## src/rtl/key_pkg.sv

```systemverilog
// Shared types and default timing constants for the key event classifier.
package key_pkg;

  typedef enum logic [2:0] {
    IDLE   = 3'd0,
    PRESS1 = 3'd1,
    WAIT2  = 3'd2,
    PRESS2 = 3'd3,
    LONG   = 3'd4
  } key_state_t;

  // 125 MHz clock: 1 s hold, 300 ms double-click window, 200 ms repeat
  localparam int unsigned KEY_LONG_CNT   = 125_000_000;
  localparam int unsigned KEY_DCLICK_CNT = 37_500_000;
  localparam int unsigned KEY_REPEAT_CNT = 25_000_000;

  localparam logic [31:0] KEY_CNT_MAX = 32'hFFFF_FFFF;

endpackage

```

## src/rtl/key_event_if.sv

```systemverilog
// Key level in, classified key events out.
interface key_event_if;
  logic kin;
  logic pressed;
  logic short_press;
  logic long_press;
  logic double_click;
  logic repeat_pulse;

  modport master (output kin,
                  input  pressed, short_press, long_press, double_click, repeat_pulse);
  modport slave  (input  kin,
                  output pressed, short_press, long_press, double_click, repeat_pulse);
endinterface

```

## src/rtl/key_edge.sv

```systemverilog
// One-cycle delay of the key level plus press (fall) / release (rise) decode.
module key_edge (
  input  logic clk,
  input  logic rst_n,
  input  logic kin_i,
  output logic fall_o,
  output logic rise_o
);

  logic kin_d_q;

  // Resetting to 0 means a key held through reset never produces a fall.
  always_ff @(posedge clk or negedge rst_n) begin
    if (!rst_n) kin_d_q <= 1'b0;
    else        kin_d_q <= kin_i;
  end

  assign fall_o =  kin_d_q & ~kin_i;
  assign rise_o = ~kin_d_q &  kin_i;

endmodule

```

## src/rtl/key_event.sv

```systemverilog
// Classifies a debounced key into short press, long press, double click and
// (with KEY_EVENT_REPEAT_EN defined) auto-repeat pulses.
module key_event
  import key_pkg::*;
#(
  parameter int unsigned LONG_CNT   = KEY_LONG_CNT,
  parameter int unsigned DCLICK_CNT = KEY_DCLICK_CNT,
  parameter int unsigned REPEAT_CNT = KEY_REPEAT_CNT
) (
  input  logic        clk,
  input  logic        rst_n,
  key_event_if.slave  kif
);

  localparam logic [31:0] LONG_LAST   = 32'(LONG_CNT - 1);
  localparam logic [31:0] DCLICK_LAST = 32'(DCLICK_CNT - 1);

  // Windows shorter than two cycles cannot be told apart from the entry edge.
  if (LONG_CNT < 2 || DCLICK_CNT < 2 || REPEAT_CNT < 1) begin : g_cnt_param_small
  end

  logic fall, rise;

  key_edge u_edge (
    .clk    (clk),
    .rst_n  (rst_n),
    .kin_i  (kif.kin),
    .fall_o (fall),
    .rise_o (rise)
  );

  key_state_t  state_q, state_d;
  logic [31:0] cnt_q, cnt_d;
  logic        pressed_q;
  logic        sp_q, sp_d, lp_q, lp_d, dc_q, dc_d;
`ifdef KEY_EVENT_REPEAT_EN
  localparam logic [31:0] REPEAT_LAST = 32'(REPEAT_CNT - 1);
  logic        rp_q, rp_d;
`endif

  always_comb begin
    state_d = state_q;
    sp_d    = 1'b0;
    lp_d    = 1'b0;
    dc_d    = 1'b0;
`ifdef KEY_EVENT_REPEAT_EN
    rp_d    = 1'b0;
`endif
    unique case (state_q)
      IDLE:   if (fall) state_d = PRESS1;
      PRESS1: begin
        if (!kif.kin && cnt_q == LONG_LAST) begin
          state_d = LONG;
          lp_d    = 1'b1;
        end else if (rise) begin
          state_d = WAIT2;
        end
      end
      // The window expiring wins over a coincident press.
      WAIT2: begin
        if (cnt_q >= DCLICK_LAST) begin
          state_d = IDLE;
          sp_d    = 1'b1;
        end else if (fall) begin
          state_d = PRESS2;
        end
      end
      PRESS2: begin
        if (rise) begin
          state_d = IDLE;
          dc_d    = 1'b1;
        end
      end
      LONG: begin
        if (rise) state_d = IDLE;
`ifdef KEY_EVENT_REPEAT_EN
        else if (!kif.kin && cnt_q == REPEAT_LAST) rp_d = 1'b1;
`endif
      end
      default: state_d = IDLE;
    endcase

    cnt_d = cnt_q;
    if (state_d != state_q)
      cnt_d = '0;
    else if ((state_q == PRESS1 || state_q == WAIT2 || state_q == LONG) &&
             cnt_q != KEY_CNT_MAX)
      cnt_d = cnt_q + 32'd1;
`ifdef KEY_EVENT_REPEAT_EN
    if (rp_d) cnt_d = '0;
`endif
  end

  always_ff @(posedge clk or negedge rst_n) begin
    if (!rst_n) begin
      state_q   <= IDLE;
      cnt_q     <= '0;
      pressed_q <= 1'b0;
      sp_q      <= 1'b0;
      lp_q      <= 1'b0;
      dc_q      <= 1'b0;
    end else begin
      state_q   <= state_d;
      cnt_q     <= cnt_d;
      pressed_q <= ~kif.kin;
      sp_q      <= sp_d;
      lp_q      <= lp_d;
      dc_q      <= dc_d;
    end
  end

`ifdef KEY_EVENT_REPEAT_EN
  always_ff @(posedge clk or negedge rst_n) begin
    if (!rst_n) rp_q <= 1'b0;
    else        rp_q <= rp_d;
  end
  assign kif.repeat_pulse = rp_q;
`else
  assign kif.repeat_pulse = 1'b0;
`endif

  assign kif.pressed      = pressed_q;
  assign kif.short_press  = sp_q;
  assign kif.long_press   = lp_q;
  assign kif.double_click = dc_q;

endmodule

```

## src/flat_wrapper.sv

```systemverilog
// flat-port wrapper written by rule: the top's interface ports become plain ports
module key_event_flat import key_pkg::*;
#(
  parameter int unsigned LONG_CNT   = KEY_LONG_CNT,
  parameter int unsigned DCLICK_CNT = KEY_DCLICK_CNT,
  parameter int unsigned REPEAT_CNT = KEY_REPEAT_CNT
)
  (clk, rst_n, kif_kin, kif_pressed, kif_short_press, kif_long_press, kif_double_click, kif_repeat_pulse);
  key_event_if kif_i ();
  input  logic clk;
  input  logic rst_n;
  input wire logic [$bits(kif_i.kin)-1:0] kif_kin;
  output wire logic [$bits(kif_i.pressed)-1:0] kif_pressed;
  output wire logic [$bits(kif_i.short_press)-1:0] kif_short_press;
  output wire logic [$bits(kif_i.long_press)-1:0] kif_long_press;
  output wire logic [$bits(kif_i.double_click)-1:0] kif_double_click;
  output wire logic [$bits(kif_i.repeat_pulse)-1:0] kif_repeat_pulse;
  assign kif_i.kin = kif_kin;
  assign kif_pressed = kif_i.pressed;
  assign kif_short_press = kif_i.short_press;
  assign kif_long_press = kif_i.long_press;
  assign kif_double_click = kif_i.double_click;
  assign kif_repeat_pulse = kif_i.repeat_pulse;
  key_event #(.LONG_CNT(LONG_CNT), .DCLICK_CNT(DCLICK_CNT), .REPEAT_CNT(REPEAT_CNT)) u_core (.clk(clk), .rst_n(rst_n), .kif(kif_i));
endmodule
```

## config.mk

```make
export PLATFORM = sky130hd
export DESIGN_NAME = key_event_flat
export DESIGN_NICKNAME = d
export VERILOG_FILES = /design/src/rtl/key_pkg.sv /design/src/rtl/key_event_if.sv /design/src/rtl/key_edge.sv /design/src/rtl/key_event.sv /design/src/flat_wrapper.sv
export SDC_FILE = /design/constraint.sdc
export NUM_CORES = 1
export LEC_CHECK = 0
export ABC_AREA = 1
export CORE_ASPECT_RATIO = 2
export CORE_MARGIN = 1.5
export CORE_UTILIZATION = 61
export CTS_CLUSTER_SIZE = 30
export DETAILED_ROUTE_END_ITERATION = 6
export GPL_TIMING_DRIVEN = 1
export PLACE_DENSITY = 0.8
export SLEW_MARGIN = 20
export SYNTH_ARGS = -nofsm -noshare
export SYNTH_HDL_FRONTEND = slang
export SYNTH_HIERARCHICAL = 1
export SYNTH_SLANG_ARGS = --single-unit
```

## constraint.sdc

```tcl
create_clock -name clk -period 1.9 [get_ports clk]
set_input_delay 0.285 -clock clk [delete_from_list [all_inputs] [get_ports clk]]
set_output_delay 0.285 -clock clk [all_outputs]
set_load 0.03 [all_outputs]
```

==> metrics.log, run 1 <==
[metrics] ranking of synthesized cells by area: sky130_fd_sc_hd__dfrtp_1 38%, sky130_fd_sc_hd__nand2_1 13%, sky130_fd_sc_hd__nor2_1 12%
[metrics] maximum cell stage delay along the critical path: about 0.36 ns
[metrics] clock network latency to the later pin of the worst-skew pair: 0.29 ns
[metrics] maximum number of pins on one net before global-route repair: 32
[metrics] FF-to-FF Start: u_core/cnt_q[0]
[metrics] hold violation total from the final report: 0
[metrics] cell with the largest stage delay on the worst path: sky130_fd_sc_hd__dfrtp_1
[metrics] Avg Inst Size Synth: about 6.9 um^2
[metrics] cell with the most instances after synthesis: sky130_fd_sc_hd__nand2_1
[metrics] Comb power frac: 41.1%
[metrics] Reg area: 0.00100 mm^2
[metrics] net count reported at finish: 422
[metrics] Clock Sinks: 40
[metrics] Die Footprint: 0.00474 mm^2
[metrics] Static Leak: 1.45 nW
[metrics] final routed wire length divided by cell count: 14.4 um
[metrics] arrival time at the worst endpoint: approximately 2.2 ns
[metrics] number of global-route vias before repair: 2581
[metrics] Final Cycle Share: 102%
[metrics] critical path cell sequence: ha_1 -> nand2_1 -> nor2_4 -> nand4_1 -> nor3_2 -> nand3_1 -> o211ai_1 -> nand2_1 -> nor2_2 -> nand2_2 -> buf_12 -> nor2_1
[metrics] TritonCTS clock tree: yes
[metrics] number of H-tree branching levels: 2
[metrics] vertical extent of the die: 95.9 um
[metrics] DRC viols: 0
[metrics] number of buffers on the longest clock path: 2
[metrics] Synth-to-Final Area Change: 18.9%
[metrics] Post-Route WL: 6770 um
[metrics] worst hold margin: 0.0456 ns
[metrics] sequential cell fraction of total power: a little over a third
[metrics] area occupied by multi-input gates: 0.00146 mm^2
[metrics] total routing usage reported by global routing: 32.0%
[metrics] R2R setup slack: -0.04 ns
[metrics] P_int: about 0.0016 W
[metrics] width of the die: 49.4 um
[metrics] critical path required time: 2.11 ns
[metrics] switch share: 37.2%
[metrics] final non-filler cell area: around 0.0031 mm^2
[metrics] initial detailed-routing violation count: between 60 and 70
[metrics] category of the critical setup timing path: reg -> reg
[metrics] total I/O pin count: 8
[metrics] total power density per cell area: 828 mW/mm^2
[metrics] standard cell core area: 0.00413 mm^2
[metrics] mean number of vias per cell: 5.42
[metrics] post-detailed-placement cell area: 0.00296 mm^2
[metrics] 1st-pass router iterations: 4
[metrics] worst hold path class: in -> async
[metrics] worst relative slew slack: roughly half
[metrics] portion of the post-synthesis area used by sequential elements: 38.1%
[metrics] Worst Path Max Fanout: 15
[metrics] detailed-route via count: 2552
[metrics] post-synthesis async set-or-reset flop share: 100%
[metrics] worst reg2reg path depth: 12
[metrics] number of antenna violations at the first check in global routing: 0
[metrics] top-area cell type share of the netlist area: 38.1%
[metrics] ys flop type: sky130_fd_sc_hd__dfrtp_1
[metrics] summed negative setup slack over all endpoints: -0.204 ns
[metrics] highest attainable clock frequency: between 500 and 600 MHz
[metrics] share of layout cells above drive strength 1: slightly below 20%
[metrics] number of setup violations in the final report: 20
[metrics] number of library cell types mapped by synthesis: 31
[metrics] FP Rows: 33
[metrics] cell at the root of the clock tree: sky130_fd_sc_hd__clkbuf_8
[metrics] count of hold buffers inserted by post-cts repair: 0
[metrics] EDFF count, synth: 0
[metrics] reg-to-reg endpoint: u_core/cnt_q[3]
[metrics] number of buffers created by CTS: 5
[metrics] ranking of synthesized cells by instance count: 88 x sky130_fd_sc_hd__nand2_1, 84 x sky130_fd_sc_hd__nor2_1, 40 x sky130_fd_sc_hd__dfrtp_1, 38 x sky130_fd_sc_hd__inv_1, 32 x sky130_fd_sc_hd__nand3_1
[metrics] count of fill cells added during filler insertion: 341
[metrics] Worst setup SP type: register
[metrics] final antenna-violating net count: 0
[metrics] most frequent cell on the critical path: sky130_fd_sc_hd__nand2_1
[metrics] Mapped Cells: 381
[metrics] number of synthesized register bits: 40
[metrics] run status: finished with violations
[metrics] slew at the pin closest to its max-slew limit: around 0.73 ns
[metrics] setup repair after global routing missed its margin: yes
[metrics] synth warn: 6
[metrics] Net Sw Power: 0.000964 W
[metrics] number of max-cap violations: 0
[metrics] clock transition time at the flip-flop clock pins of the worst setup and hold paths: 0.08 ns
[metrics] Worst Setup Slack post-DPL: -0.147 ns
[metrics] clock share of power: roughly 22%
[metrics] final worst slack: -0.0412 ns
[metrics] largest area contributor in the netlist: sky130_fd_sc_hd__dfrtp_1
[metrics] wire length of the first global-routing pass: 11500 um
[metrics] half-perimeter wire length of the detailed placement result: 5230 um
[metrics] worst clock skew: 0.00706 ns
[metrics] diodes inserted: 0
[metrics] Layout Utilization: around three quarters
[metrics] net count of the mapped netlist: 385
[metrics] violated checks: negative setup slack
[metrics] capturing element type of the critical path: register
[metrics] I/O Buffers: 6
[metrics] summed instance area of the synthesized netlist: 0.00263 mm^2
[metrics] Max IR drop VDD: 0.000861 V
[metrics] final-report max-slew violation count: 0
[metrics] final critical path time including I/O delays and setup: around 1.9 ns
[metrics] Placer Congestion: between 0.9 and 1
[metrics] Initial Util: 63.7%
[metrics] Overflow after GRT: 0
==> kinds of logic after synthesis <==
group                      count (synthesis)  share of synthesized area (%)
AOI/OAI and AO/OA                          9                           1.90
xor gates and xnor gates                  25                           8.33
adders and majority gates                  1                          0.476
buffers and inverters                     54                           8.47
DFF                                       40                           38.1
other                                      1                          0.143
and+or+nand+nor                          251                           42.6
==> layer usage <==
layer  vias up  share of wire [%]  global-route usage (%)
li1       1265                  -                       -
met1      1172                 36                    33.1
met2        85                 57                    61.7
met3        30                2.8                    3.57
met4         0                3.9                    17.4
met5         -                  0                       0
==> metrics by stage <==
step | cells | total power (W)
3_3_place_gp | 461 | 0.00198
4_1_cts | 471 | 0.00260
6_report | 471 | 0.00259
3_5_place_dp | 461 | 0.00200
5_1_grt | 471 | 0.00275
2_1_floorplan | 381 | 0.00155
==> registers in the layout, summed over array words and instances (netlist names) <==
signal and cells:
u_core/kif.double_click 1, u_core/cnt_q 32, u_core/state_q 3, u_core/u_edge/kin_d_q 1, u_core/kif.pressed 1, u_core/kif.short_press 1
u_core/kif.long_press 1
==> layout make-up <==
cell class	count	share of cell area (%)
clock buffer	6	2.64
clock inverter	2	0.320
inverter	47	5.72
multi-input combinational	287	46.8
sequential	40	32.1
tap	52	2.08
timing repair buffer	37	10.4
==> critical path: cells and delay by family, from the launching register on <==
family | cells | cell delay, ns
adders and majority gates | 1 | 0.17
DFF | 1 | 0.36
and+or+nand+nor | 9 | 1.06
buffers and inverters | 1 | 0.16
AOI/OAI and AO/OA | 1 | 0.11
==> how the worst max path moves through the flow <==
stage,depth (start not counted),from,endpoint
floorplan,15,u_core/cnt_q[0],u_core/cnt_q[0]
global placement,12,u_core/cnt_q[0],u_core/cnt_q[22]
detailed placement,15,kif_kin,u_core/cnt_q[1]
CTS,14,u_core/cnt_q[0],u_core/cnt_q[1]
global route,12,u_core/cnt_q[0],u_core/cnt_q[3]
finish,12,u_core/cnt_q[0],u_core/cnt_q[3]
==> repair_timing <==
action	4_1_cts	5_1_grt
hold endpoints to repair	0	0
gates resized for setup	6	11
setup buffers	2	0
pin swaps	3	5
setup endpoints to repair	32	32
==> cell usage in the layout (no fill, tap or decap), drive strengths merged <==
master,instances
nand2,95
nor2,90
inv,47
dfrtp,40
nand3,34
buf,32
xor2,20
nor3,18
nand4,7
clkbuf,6
clkdlybuf4s50,5
xnor2,5
nor4,5
a21oi,4
o21ai,3
clkinv,2
or2,1
o31ai,1
o211ai,1
and3,1
ha,1
conb,1
==> power groups by stage <==
stage | Sequential, W | Clock [W] | Combinational (W)
3_5_place_dp | 0.000958 | 0 | 0.00104
6_report | 0.000944 | 0.000582 | 0.00107
5_1_grt | 0.000947 | 0.000636 | 0.00117
4_1_cts | 0.000942 | 0.000606 | 0.00105
2_1_floorplan | 0.000958 | 0 | 0.000588
3_3_place_gp | 0.000956 | 0 | 0.00103
No activity file was read; power rests on OpenSTA's default activity.
==> run 2, diff against run 1 <==
CORE_MARGIN = not set   (was 1.5)
==> metrics.log, run 2 (same netlist as run 1, synthesis figures left out) <==
[metrics] run status: finished with violations
[metrics] violated checks: negative setup slack
[metrics] number of antenna violations at the first check in global routing: 0 (unchanged)
[metrics] worst hold path class: in -> async
[metrics] Largest register FFs: 32 (unchanged)
[metrics] diodes inserted: 0 (unchanged)
[metrics] worst reg2reg path depth: 12 (unchanged)
[metrics] register ranked first by flip-flop count: u_core/cnt_q
[metrics] CP top delay family: simple AND/OR/NAND/NOR gates
[metrics] wire length of the first global-routing pass: 11400 um (-1.1%)
[metrics] Post-Route WL: 7230 um (+6.9%)
[metrics] initial detailed-routing violation count: 114 (+87%)
[metrics] maximum number of pins on one net before global-route repair: 31 (-3.1%)
[metrics] Initial Util: 63.7% (unchanged)
[metrics] Static Leak: 1.50 nW (+3.8%)
[metrics] critical path cell sequence: ha_2 -> nand2_2 -> nor2_4 -> nand4_1 -> nor3_2 -> nand3_1 -> o211ai_1 -> nand2_1 -> nor2_2 -> nand2_4 -> buf_12 -> nor2_1
[metrics] cell at the root of the clock tree: sky130_fd_sc_hd__clkbuf_8
[metrics] Layout Utilization: 79.2% (+3.5 points)
[metrics] detailed-route via count: 2653 (+4.0%)
[metrics] final worst slack: -0.142 ns (-0.101 ns)
[metrics] DRC viols: 0 (unchanged)
[metrics] number of global-route vias before repair: 2615 (+1.3%)
[metrics] Worst setup SP type: register
[metrics] number of max-cap violations: 0 (unchanged)
[metrics] met2 Usage GRT: 62.6% (+0.85 points)
[metrics] capturing element type of the critical path: register
[metrics] Clock Sinks: 40 (unchanged)
[metrics] commonest cells after routing, fill and taps aside: 86 x sky130_fd_sc_hd__nand2_1, 63 x sky130_fd_sc_hd__nor2_1, 40 x sky130_fd_sc_hd__dfrtp_1
[metrics] FP Rows: 33 (unchanged)
[metrics] TritonCTS clock tree: yes
[metrics] Placer Congestion: 0.952 (+0.77%)
[metrics] total I/O pin count: 8 (unchanged)
[metrics] net count reported at finish: 431 (+2.1%)
[metrics] reg-to-reg endpoint: u_core/cnt_q[6]
[metrics] Max IR drop VDD: 0.00116 V (+35%)
[metrics] count of fill cells added during filler insertion: 318 (-6.7%)
[metrics] category of the critical setup timing path: reg -> reg
[metrics] number of setup violations in the final report: 32 (+60%)
[metrics] Die Footprint: 0.00459 mm^2 (-3.0%)
[metrics] number of buffers and inverters on the critical path: 1 (unchanged)
[metrics] Worst Path Max Fanout: 15 (unchanged)
[metrics] 1st-pass router iterations: 5 (+1)
[metrics] standard cell core area: 0.00413 mm^2 (unchanged)
[metrics] final critical path time including I/O delays and setup: 2.04 ns (+0.101 ns)
[metrics] setup repair after global routing missed its margin: yes
[metrics] total power density per cell area: 935 mW/mm^2 (+13%)
[metrics] worst relative slew slack: 53.1% (+1.6 points)
[metrics] Final Cycle Share: 107% (+5.3 points)
[metrics] vertical extent of the die: 94.9 um (-1.0%)
[metrics] GRT met1 Usage: 32.9% (-0.18 points)
[metrics] highest attainable clock frequency: 490 MHz (-4.9%)
[metrics] share of layout cells above drive strength 1: 23.7% (+4.3 points)
[metrics] R2R setup slack: -0.14 ns (-0.10 ns)
[metrics] total routing usage reported by global routing: 32.7% (+0.64 points)
[metrics] hold violation total from the final report: 0 (unchanged)
[metrics] Reg area: 0.00100 mm^2 (-0.25%)
[metrics] fraction of met3 tracks used by global routing: 3.38% (-0.19 points)
[metrics] Overflow after GRT: 0 (unchanged)
[metrics] FF-to-FF Start: u_core/cnt_q[0]
[metrics] worst clock skew: 0.00976 ns (+0.00270 ns)
[metrics] number of buffers on the longest clock path: 2 (unchanged)
[metrics] final routed wire length divided by cell count: 15.1 um (+5.1%)
[metrics] half-perimeter wire length of the detailed placement result: 5340 um (+2.1%)
[metrics] cell with the largest stage delay on the worst path: sky130_fd_sc_hd__dfrtp_1
[metrics] clock network latency to the later pin of the worst-skew pair: 0.29 ns (about the same)
[metrics] width of the die: 48.4 um (-2.0%)
[metrics] clock transition time at the flip-flop clock pins of the worst setup and hold paths: 0.08 ns (about the same)
[metrics] arrival time at the worst endpoint: 2.27 ns (+0.11 ns)
[metrics] number of H-tree branching levels: 2 (unchanged)
[metrics] area occupied by multi-input gates: 0.00150 mm^2 (+2.3%)
[metrics] final-report max-slew violation count: 0 (unchanged)
[metrics] Synth-to-Final Area Change: 24.4%
[metrics] number of buffers created by CTS: 5 (unchanged)
[metrics] maximum cell stage delay along the critical path: 0.36 ns (about the same)
[metrics] registers with the most flip-flops: u_core/cnt_q: 32 flops, u_core/state_q: 3 flops
[metrics] overall power after layout: 0.00306 W (+18%)
[metrics] critical path required time: 2.13 ns (+0.02 ns)
[metrics] leading cell type in the layout, fill and taps excluded: sky130_fd_sc_hd__nand2_1
[metrics] final antenna-violating net count: 0 (unchanged)
[metrics] most congested layer reported by global routing: met2
[metrics] slew at the pin closest to its max-slew limit: 0.704 ns (-0.0245 ns)
[metrics] I/O Buffers: 6 (unchanged)
[metrics] mean number of vias per cell: 5.54 (+2.2%)
run 2: cell count changes in the layout (fill, tap and decap cells not counted), sizes merged:
cell | previous run | this run
buf | 32 | 40
clkinv | 2 | 0
bufinv | 0 | 2
run 2: metrics by stage:
stage | instances | hold WS, ns | setup TNS, ns | cell area, um^2 | setup slack (ns)
3_3_place_gp | 467 | 0.363 | -1.63 | 2990 | -0.0623
3_5_place_dp | 467 | 0.363 | -3.45 | 2990 | -0.122
4_1_cts | 474 | 0.0466 | -1.80 | 3130 | -0.0742
6_report | 479 | 0.0358 | -3.70 | 3270 | -0.142
2_1_floorplan | 381 | -0.0106 | 0 | 2630 | 0.166
5_1_grt | 479 | 0.0787 | -7.70 | 3270 | -0.276
run 2: metal layers:
metal | vias up | part of all wire, %
li1 | 1282 | -
met1 | 1214 | 35
met2 | 115 | 54
met3 | 42 | 4.2
met4 | 0 | 6.4
met5 | - | 0
run 2: how the worst max path moves through the flow:
stage	startpoint	cells past startpoint	endpoint
2_1_floorplan	u_core/cnt_q[0]	15	u_core/cnt_q[0]
3_3_place_gp	kif_kin	12	u_core/cnt_q[1]
3_5_place_dp	kif_kin	15	u_core/cnt_q[17]
4_1_cts	u_core/cnt_q[0]	12	u_core/cnt_q[1]
5_1_grt	u_core/cnt_q[0]	14	u_core/cnt_q[30]
6_report	u_core/cnt_q[0]	12	u_core/cnt_q[6]
run 2: final cells by class:
cell class,instances,share of cell area (%)
multi-input cells,287,45.7
inverters,47,5.47
repair buffers,46,12.3
well taps,52,1.99
clock inverters,2,1.84
flip-flops and latches,40,30.6
clock buffers,5,2.10
run 2: report_power, final:
group          switching (W)  internal, W
Clock               0.000294     0.000517
Sequential         0.0000507     0.000894
Combinational       0.000757     0.000547
run 2: what timing repair did:
| item | in CTS | in global routing |
|---|---|---|
| setup endpoints to repair | 32 | 32 |
| resized for setup | 2 | 29 |
| setup buffers | 0 | 4 |
| hold buffers | 0 | 0 |
| gates cloned | 0 | 1 |
| hold endpoints to repair | 0 | 0 |
| pin swaps | 0 | 5 |
==> run 3, diff against run 2 <==
CORE_UTILIZATION = 55   (was 61)
PLACE_DENSITY = 0.76   (was 0.8)
SKIP_LAST_GASP = 1   (was not set)
clock period = 1.83 ns   (was 1.9 ns; I/O delays follow)
==> metrics.log, run 3 (same netlist as run 1, synthesis figures left out) <==
[metrics] met1 wire length: 2580 um (+0.90%)
[metrics] share of layout cells above drive strength 1: 23.1% (-0.52 points)
[metrics] overall power after layout: 0.00269 W (-12%)
[metrics] capturing element type of the critical path: register
[metrics] Routed met2 length: 3860 um (-1.0%)
[metrics] half-perimeter wire length of the detailed placement result: 5300 um (-0.89%)
[metrics] width of the die: 50.9 um (+5.1%)
[metrics] leading cell type in the layout, fill and taps excluded: sky130_fd_sc_hd__nand2_1
[metrics] 1st-pass router iterations: 4 (-1)
[metrics] worst hold path class: in -> async
[metrics] Max IR drop VDD: 0.000952 V (-18%)
[metrics] Worst Setup Slack post-DPL: -0.184 ns (-0.0623 ns)
[metrics] I/O Buffers: 6 (unchanged)
[metrics] worst hold margin: 0.478 ns (+0.442 ns)
[metrics] cell at the root of the clock tree: sky130_fd_sc_hd__clkbuf_8
[metrics] total power density per cell area: 818 mW/mm^2 (-12%)
[metrics] cell with the largest stage delay on the worst path: sky130_fd_sc_hd__dfrtp_1
[metrics] highest attainable clock frequency: 523 MHz (+6.7%)
[metrics] CP top delay family: simple AND/OR/NAND/NOR gates
[metrics] Die Footprint: 0.00508 mm^2 (+11%)
[metrics] wire length of the first global-routing pass: 11600 um (+1.7%)
[metrics] total routing usage reported by global routing: 30.5% (-2.2 points)
[metrics] clock share of power: 22.5% (-4.0 points)
[metrics] initial detailed-routing violation count: 67 (-41%)
[metrics] Largest register FFs: 32 (unchanged)
[metrics] Net Sw Power: 0.00100 W (-8.8%)
[metrics] maximum number of pins on one net before global-route repair: 41 (+32%)
[metrics] number of buffers on the longest clock path: 2 (unchanged)
[metrics] number of buffers created by CTS: 5 (unchanged)
[metrics] Comb power frac: 41.1% (-1.5 points)
[metrics] category of the critical setup timing path: reg -> reg
[metrics] number of antenna violations at the first check in global routing: 0 (unchanged)
[metrics] arrival time at the worst endpoint: 2.10 ns (-0.17 ns)
[metrics] # placed instances: 485 (+3.9%)
[metrics] final routed wire length divided by cell count: 14.0 um (-6.9%)
[metrics] total I/O pin count: 8 (unchanged)
[metrics] final cell count without fillers: 496 (+3.5%)
[metrics] Post-Route WL: 6970 um (-3.6%)
[metrics] switch share: 37.3% (+1.3 points)
[metrics] number of max-cap violations: 0 (unchanged)
[metrics] critical path required time: 2.01 ns (-0.12 ns)
[metrics] register ranked first by flip-flop count: u_core/cnt_q
[metrics] clock transition time at the flip-flop clock pins of the worst setup and hold paths: 0.07 ns (about the same)
[metrics] number of global-route vias before repair: 2645 (+1.1%)
[metrics] Clock Sinks: 40 (unchanged)
[metrics] diodes inserted: 0 (unchanged)
[metrics] vertical extent of the die: 99.8 um (+5.2%)
[metrics] Initial Util: 57.2% (-6.5 points)
[metrics] final critical path time including I/O delays and setup: 1.91 ns (-0.128 ns)
[metrics] maximum cell stage delay along the critical path: 0.52 ns (+0.16 ns)
[metrics] setup repair after global routing missed its margin: yes
[metrics] mean number of vias per cell: 5.33 (-3.8%)
[metrics] DRC viols: 0 (unchanged)
[metrics] P_int: 0.00169 W (-14%)
[metrics] final antenna-violating net count: 0 (unchanged)
[metrics] final worst slack: -0.0838 ns (+0.0583 ns)
[metrics] Final Cycle Share: 105% (-2.9 points)
[metrics] count of fill cells added during filler insertion: 374 (+18%)
[metrics] violated checks: negative setup slack
[metrics] top layer in use: met4
[metrics] Static Leak: 1.54 nW (+2.6%)
[metrics] final-report max-slew violation count: 0 (unchanged)
[metrics] standard cell core area: 0.00460 mm^2 (+11%)
[metrics] number of setup violations in the final report: 32 (unchanged)
[metrics] FP Rows: 35 (+6.1%)
[metrics] clock network latency to the later pin of the worst-skew pair: 0.29 ns (about the same)
[metrics] Overflow after GRT: 0 (unchanged)
[metrics] number of H-tree branching levels: 2 (unchanged)
[metrics] registers with the most flip-flops: u_core/cnt_q: 32 flops, u_core/state_q: 3 flops
[metrics] Worst Path Max Fanout: 8 (-7)
[metrics] net count reported at finish: 444 (+3.0%)
[metrics] detailed-route via count: 2642 (-0.41%)
[metrics] commonest cells after routing, fill and taps aside: 86 x sky130_fd_sc_hd__nand2_1, 76 x sky130_fd_sc_hd__nor2_1, 50 x sky130_fd_sc_hd__buf_4
[metrics] Synth-to-Final Area Change: 25.0%
[metrics] summed negative setup slack over all endpoints: -2.22 ns (+1.48 ns)
[metrics] worst clock skew: 0.00371 ns (-0.00605 ns)
[metrics] critical path cell sequence: inv_2 -> nor3_1 -> nand2_1 -> nor2_2 -> nand2_2 -> nand2_4 -> inv_4 -> nand2_1 -> buf_4 -> xor2_1 -> nor2_1
[metrics] most frequent cell on the critical path: sky130_fd_sc_hd__nand2_1
[metrics] detailed-routed wire length on met3: 212 um (-30%)
[metrics] hold violation total from the final report: 0 (unchanged)
[metrics] number of buffers and inverters on the critical path: 3 (+2)
[metrics] run status: finished with violations
[metrics] Placer Congestion: 0.926 (-2.8%)
[metrics] Worst setup SP type: register
[metrics] TritonCTS clock tree: yes
[metrics] sequential cell fraction of total power: 36.3% (+5.4 points)
-- run 3: cell types whose count changed in the layout (fill, tap and decap cells not counted), sizes merged --
| cell | delta |
|---|---|
| buf | +13 |
| bufinv | -2 |
| clkbuf | +2 |
| dlygate4sd3 | +1 |
-- run 3: cell type report --
| cell class | instances | area (um^2) | area share [%] |
|---|---|---|---|
| Clock buffer | 8 | 90.1 | 2.74 |
| Inverter | 47 | 179 | 5.44 |
| Multi-Input combinational cell | 287 | 1470 | 44.7 |
| Sequential cell | 40 | 1000 | 30.4 |
| Tap cell | 55 | 68.8 | 2.09 |
| Timing Repair Buffer | 59 | 480 | 14.6 |
-- run 3: final timing paths --
check                                  from                     to  slack [ns]  depth (start not counted)
setup / recovery           u_core/cnt_q[11]       u_core/cnt_q[15]       -0.08                         11
min in group clk                    kif_kin  u_core/u_edge/kin_d_q        0.50                          1
setup reg to reg           u_core/cnt_q[11]       u_core/cnt_q[15]       -0.08                         11
hold reg to reg            u_core/cnt_q[31]       u_core/cnt_q[31]        0.56                          3
hold / removal                        rst_n       u_core/cnt_q[13]        0.48                          3
max in group asynchronous             rst_n     u_core/kif.pressed        1.15                          3
-- run 3: timing repair --
action | 4_1_cts | 5_1_grt
hold buffers | 1 | 0
buffers inserted | 2 | 0
pin swaps | 6 | 4
resized for setup | 12 | 6
endpoints found under the hold margin | 40 | 0
setup endpoints to repair | 32 | 32
-- run 3: power groups by stage --
stage                     Sequential (W)  Combinational, W  Clock, W
after floorplan                 0.000994          0.000611         0
after global placement          0.000991           0.00106         0
after detailed placement        0.000993           0.00108         0
after CTS                       0.000977           0.00110  0.000618
after global routing            0.000985           0.00120  0.000640
final                           0.000978           0.00111  0.000606
-- run 3: worst min-delay path, delay by kind of cell --
| family | cells | cell delay, ns |
|---|---|---|
| buf+inv | 3 | 0.86 |
-- run 3: layer usage --
metal  track usage, %  up-vias
met1             32.2     1234
met3             3.94       26
met2             54.6       72
li1                 -     1310
met5                0        -
met4             19.9        0
-- run 3: metrics by stage --
step	cell area (um^2)	util, %
3_3_place_gp	3110	67.6
2_1_floorplan	2630	-
5_1_grt	3290	71.5
4_1_cts	3270	71.1
6_report	3290	71.5
3_5_place_dp	3110	67.6
